## src/rtl/uart_boot_loader.sv

```systemverilog
// uart_boot_loader: parses MAGIC/LEN/DATA[/CSUM] byte frames into 32-bit imem writes and holds the CPU until an image loads.
// Optional feature macro BOOT_CHECKSUM_EN: adds the trailing XOR checksum byte and CSUM state.
module uart_boot_loader #(
    parameter int          ADDR_WIDTH     = 10,
    parameter logic [7:0]  MAGIC          = 8'hA5,
    parameter int          TIMEOUT_CYCLES = 1000000
) (
    input  logic                  clk,
    input  logic                  rst,
    input  logic [7:0]            rx_data,
    input  logic                  rx_valid,
    output logic                  imem_we,
    output logic [ADDR_WIDTH-1:0] imem_addr,
    output logic [31:0]           imem_wdata,
    output logic                  cpu_hold,
    output logic                  boot_done,
    output logic                  boot_error,
    output logic [15:0]           words_loaded
);
    typedef enum logic [2:0] {IDLE, LEN_LO, LEN_HI, DATA, CSUM, DONE, ERR} state_t;
`ifdef BOOT_CHECKSUM_EN
    localparam state_t TAIL = CSUM;
`else
    localparam state_t TAIL = DONE;
`endif
    localparam int          TW  = $clog2(TIMEOUT_CYCLES + 1);
    localparam logic [16:0] CAP = 17'(2 ** ADDR_WIDTH);

    state_t                state, next_state;
    logic [7:0]            len_lo;
    logic [15:0]           n;
    logic [ADDR_WIDTH-1:0] addr;
    logic [31:0]           word;
    logic [1:0]            byte_idx;
    logic [TW-1:0]         idle_cnt;
`ifdef BOOT_CHECKSUM_EN
    logic [7:0]            csum;
`endif

    logic        active, start, last, take;
    logic [15:0] len;
    assign active = state inside {LEN_LO, LEN_HI, DATA, CSUM};
    assign start  = state inside {IDLE, DONE, ERR} && rx_valid && rx_data == MAGIC;
    assign last   = state == DATA && imem_we && words_loaded == n;
    assign take   = state == DATA && rx_valid;
    assign len    = {rx_data, len_lo};

    // State register
    always_ff @(posedge clk) begin
        if (!rst) state <= IDLE;
        else      state <= next_state;
    end

    // Next-state decode; an idle timeout inside a frame overrides everything
    always_comb begin
        next_state = state;
        case (state)
            IDLE, DONE, ERR: if (start) next_state = LEN_LO;
            LEN_LO: if (rx_valid) next_state = LEN_HI;
            LEN_HI: if (rx_valid) next_state = ({1'b0, len} > CAP) ? ERR : (len == 16'd0 ? TAIL : DATA);
            DATA:   if (last) next_state = TAIL;
`ifdef BOOT_CHECKSUM_EN
            CSUM:   if (rx_valid) next_state = (rx_data == csum) ? DONE : ERR;
`endif
            default: next_state = IDLE;
        endcase
        if (active && !rx_valid && idle_cnt == TW'(TIMEOUT_CYCLES - 1)) next_state = ERR;
    end

    // Datapath: word assembly, imem write strobe and status flags registered from the entered state
    always_ff @(posedge clk) begin
        if (!rst) begin
            imem_we      <= 1'b0;
            imem_addr    <= '0;
            imem_wdata   <= '0;
            cpu_hold     <= 1'b1;
            boot_done    <= 1'b0;
            boot_error   <= 1'b0;
            words_loaded <= '0;
            len_lo       <= '0;
            n            <= '0;
            addr         <= '0;
            word         <= '0;
            byte_idx     <= '0;
            idle_cnt     <= '0;
`ifdef BOOT_CHECKSUM_EN
            csum         <= '0;
`endif
        end else begin
            imem_we    <= 1'b0;
            cpu_hold   <= next_state != DONE;
            boot_done  <= next_state == DONE;
            boot_error <= next_state == ERR;
            idle_cnt   <= (active && !rx_valid) ? idle_cnt + 1'b1 : '0;
            if (start) begin
                words_loaded <= '0;
`ifdef BOOT_CHECKSUM_EN
                csum         <= '0;
`endif
            end
            if (state == LEN_LO && rx_valid) len_lo <= rx_data;
            if (state == LEN_HI && rx_valid) begin
                n        <= len;
                addr     <= '0;
                byte_idx <= '0;
            end
            if (take) begin
                word     <= {rx_data, word[31:8]};
                byte_idx <= byte_idx + 2'd1;
`ifdef BOOT_CHECKSUM_EN
                csum     <= csum ^ rx_data;
`endif
                if (byte_idx == 2'd3) begin
                    imem_we      <= 1'b1;
                    imem_addr    <= addr;
                    imem_wdata   <= {rx_data, word[31:8]};
                    addr         <= addr + 1'b1;
                    words_loaded <= words_loaded + 16'd1;
                end
            end
        end
    end
endmodule

```

## config.mk

```make
export PLATFORM = sky130hd
export DESIGN_NAME = uart_boot_loader
export DESIGN_NICKNAME = d
export VERILOG_FILES = /design/src/rtl/uart_boot_loader.sv
export SDC_FILE = /design/constraint.sdc
export NUM_CORES = 1
export LEC_CHECK = 0
export ABC_CLOCK_PERIOD_IN_PS = 2350
export CELL_PAD_IN_SITES_DETAIL_PLACEMENT = 0
export CELL_PAD_IN_SITES_GLOBAL_PLACEMENT = 2
export CORE_AREA = 4 4 140 142
export CTS_CLUSTER_DIAMETER = 120
export DETAILED_ROUTE_END_ITERATION = 10
export DIE_AREA = 0 0 144 146
export GPL_ROUTABILITY_DRIVEN = 0
export PLACE_DENSITY = 0.9
export REMOVE_ABC_BUFFERS = 1
export SETUP_SLACK_MARGIN = 0.1
export SLEW_MARGIN = 20
export SYNTH_ARGS = -nofsm -noshare
export SYNTH_HDL_FRONTEND = slang
export SYNTH_SLANG_ARGS = --single-unit
```

## constraint.sdc

```tcl
create_clock -name clk -period 2.35 [get_ports clk]
set_input_delay 0.47 -clock clk [delete_from_list [all_inputs] [get_ports clk]]
set_output_delay 0.47 -clock clk [all_outputs]
set_load 0.1 [all_outputs]
```

==> results.py <==
metrics = {
    "outcome": {
        "outcome": "finished, final reports clean",
    },
    "yosys": {
        "proportion_of_synthesized_flip_flops_having_asynchronous_set_or_reset": 0,
        "synth_compound_area_frac": 0.142,
        "ys_dominant_reg_cell": "sky130_fd_sc_hd__dfxtp_1",
        "synth.area.mux_share": 0.0196,
        "postSynthCellCount": 713,
        "synth_xor_xnor_area_share": 0.0600,
        "yosysWarningCount": 0,
        "synth_adder_area_share": 0.00817,
        "synth.avg_cell_area_um2": 8.59,
        "netlist_top_cells_area": "sky130_fd_sc_hd__dfxtp_1 47%, sky130_fd_sc_hd__nand2_1 12%, sky130_fd_sc_hd__a21boi_0 11%",
        "synth_simple_gate_area_frac": 0.264,
        "post_synth_num_cell_types": 47,
        "synth_sequential_area_ratio": 0.474,
        "synth_largest_area_cell": "sky130_fd_sc_hd__dfxtp_1",
        "yosys_register_bits": 145,
        "syn-cell-area_um2": 6130,
        "synth_top_family_by_area": "simple AND/OR/NAND/NOR gates",
        "synth_edf_count": 0,
        "synth_top_cell_area_share": 0.474,
    },
    "cts": {
        "clk_root_buffer_cell": "sky130_fd_sc_hd__clkbuf_16",
        "cts_setup_buffers": 0,
        "clk-insertion-delay-late_ns": 0.42,
        "cts.repair.resized": 0,
        "ctsHtreeMaxLevel": 4,
        "tritoncts_buffers": 17,
        "clk_pin_slew_ns": 0.07,
        "clk_path_buf_depth": 2,
        "cts_tree": "done",
        "holdBufCountCts": 0,
        "clkSinkCount": 145,
    },
    "floorplanning": {
        "die_height_um": 146,
        "floorplan.die_area_um2": 21000,
        "core_area_um2": 18500,
        "die-width_um": 144,
        "i_o_pin_count": 73,
        "initial_core_utilization": 0.332,
        "placementRows": 50,
    },
    "power_and_ir_drop": {
        "p_leak_nw": 2.85,
        "powerDensity_nw_per_um2": 682,
        "power.total_mw": 5.23,
        "worst_ir_drop_vdd_mv": 0.436,
    },
    "sta": {
        "period_share": 0.834,
        "timing.clock.skew_ns": 0.0108,
        "drv_slew": 0,
        "slew_headroom": 0.669,
        "clock.fmax_mhz": 510,
        "worst_pin_slew_ns": 0.497,
        "post-route-worst-setup-slack_ns": 0.391,
        "worst_hold_slack_ns": 0.462,
        "final-setup-viol-count": 0,
        "period_needed_ns": 1.96,
        "final_hold_viol_count": 0,
        "rsz0062_at_grt": "no",
    },
    "detailed_routing": {
        "routedWlPerCell_um": 14.0,
        "final_antenna_net_count": 0,
        "totalWireLength_um": 14600,
        "total_via_count_in_the_routed_design": 5022,
        "post_drt_via_cell_ratio": 4.81,
        "drc_viols": 0,
        "drt_iter0_markers": 232,
        "drt_pass1_iterations": 4,
    },
    "setup_path": {
        "path_common_cell": "sky130_fd_sc_hd__nor4_1",
        "critical_path.endpoint_type": "flip-flop",
        "critical_path.cell_chain": "xor2_1 > nor4_1 > nand3_1 > nor4_1 > buf_4 > o211ai_1 > o21a_1",
        "cp_slowest_stage_delay_ns": 0.46,
        "cp-start-kind": "flip-flop",
        "cpMaxStageDelayCell": "sky130_fd_sc_hd__dfxtp_1",
        "crit_path_arrival_time_ns": 2.27,
        "critical_path_required_ns": 2.66,
        "timing_worst_setup_path_type": "flip-flop to flip-flop",
        "crit_path_max_fanout": 6,
        "worst_path_dominant_cell_family": "simple AND/OR/NAND/NOR gates",
        "critPathBufInv": 1,
    },
    "placed_design": {
        "dp_hpwl_um": 10200,
        "io_port_bufs": 72,
        "place_inst": 1013,
        "place_ws_ns": -0.0144,
    },
    "cells_and_area": {
        "area_delta_synth_final_pct": 25.1,
        "fill_cells": 1873,
        "top_library_cells_by_usage_in_the_layout_fill_and_taps_aside": "190 x sky130_fd_sc_hd__nand2_1, 145 x sky130_fd_sc_hd__dfxtp_1, 96 x sky130_fd_sc_hd__buf_4",
        "finalCoreUtilization": 0.415,
        "most_common_cell_after_layout_fill_and_taps_aside": "sky130_fd_sc_hd__nand2_1",
        "final_nets": 813,
        "fraction_of_final_layout_cells_with_drive_strength_greater_than_1": 0.173,
        "antenna_cells_inserted": 0,
        "finalNonFillerCells": 1045,
    },
    "grt": {
        "global_route.usage.total": 0.142,
        "grt_pass1_vias": 4860,
        "grt-ovfl-total": 0,
        "grt_pass1_wl_um": 24200,
        "grt_start_max_net_pins": 37,
        "antenna_found_initial": 0,
    },
    "hold_path": {
        "hold_path.class": "flip-flop to flip-flop",
    },
    "flow_run": {
        "drv_cap": 0,
    },
}
tightest hold or removal path: stages (launching register included):
cell and delay (ns):
sky130_fd_sc_hd__dfxtp_1 0.31, sky130_fd_sc_hd__nand2_1 0.04, sky130_fd_sc_hd__a21boi_0 0.06
flip-flops by register name (all words and copies together), names as in the netlist:
signal        flops
imem_wdata       32
word             24
idle_cnt         20
n                16
words_loaded     16
addr             10
imem_addr        10
len_lo            8
state             3
byte_idx          2
boot_done         1
boot_error        1
cpu_hold          1
imem_we           1
cell usage after synthesis, types with 2 or more instances:
cell                         n
sky130_fd_sc_hd__nand2_1   190
sky130_fd_sc_hd__dfxtp_1   145
sky130_fd_sc_hd__a21boi_0   86
sky130_fd_sc_hd__nor2_1     36
sky130_fd_sc_hd__nand3_1    28
sky130_fd_sc_hd__xnor2_1    23
sky130_fd_sc_hd__clkbuf_1   22
sky130_fd_sc_hd__and3_1     19
sky130_fd_sc_hd__xor2_1     19
sky130_fd_sc_hd__buf_2      15
sky130_fd_sc_hd__and2_1     12
sky130_fd_sc_hd__mux2i_1    12
sky130_fd_sc_hd__nand4_1    12
sky130_fd_sc_hd__nor2b_1    10
sky130_fd_sc_hd__o21ai_0    10
sky130_fd_sc_hd__nor4_1      8
sky130_fd_sc_hd__nor3_1      7
sky130_fd_sc_hd__a21oi_1     6
sky130_fd_sc_hd__and3b_1     5
sky130_fd_sc_hd__inv_1       5
sky130_fd_sc_hd__a31oi_1     4
sky130_fd_sc_hd__ha_1        4
sky130_fd_sc_hd__buf_1       3
sky130_fd_sc_hd__o21a_1      3
sky130_fd_sc_hd__or3_1       3
sky130_fd_sc_hd__and4_1      2
sky130_fd_sc_hd__nand2b_1    2
sky130_fd_sc_hd__nand3b_1    2
sky130_fd_sc_hd__o211ai_1    2
power by group:
part	total (mW)	switching [mW]	leakage, nW	internal (mW)
Sequential	2.46	0.000347	1.17	2.46
Combinational	0.109	0.0547	1.40	0.0547
Clock	2.66	1.14	0.276	1.52
Total	5.23	1.19	2.85	4.04
per-layer routing:
layer / track usage / routed length (um) / vias up
li1: - / - / 2573
met1: 0.195 / 7330 / 2368
met2: 0.219 / 6740 / 72
met3: 0.0338 / 418 / 9
met4: 0.0452 / 136 / 0
met5: 0 / 0 / -
through the flow:
step                setup TNS, ns  instance area (um^2)
global placement                0                  7080
CTS                             0                  7660
detailed placement        -0.0144                  7080
floorplan                  -0.221                  5950
global route                    0                  7660
finish                          0                  7660
cells by family after synthesis:
kind of cell	count (synthesis)
buffers and inverters	46
adders and majority gates	4
muxes	12
AOI/OAI and AO/OA	120
xor gates and xnor gates	42
DFF	145
and+or+nand+nor	344
final timing paths:
| kind | endpoint | cells after the start | slack [ns] | startpoint |
|---|---|---|---|---|
| max | state[1] | 7 | 0.39 | words_loaded[10] |
| min | imem_wdata[27] | 2 | 0.46 | imem_wdata[27] |
| max reg2reg | state[1] | 7 | 0.39 | words_loaded[10] |
| min reg2reg | imem_wdata[27] | 2 | 0.46 | imem_wdata[27] |
final cells by class:
cell class	instances	area, um^2	area share
repair buffers	107	836	0.109
clock buffers	18	439	0.0573
well taps	234	293	0.0382
multi-input cells	522	3030	0.395
flip-flops and latches	145	2900	0.379
inverters	5	18.8	0.00245
clock inverters	14	146	0.0191
Power figures use the tool's default switching activity.
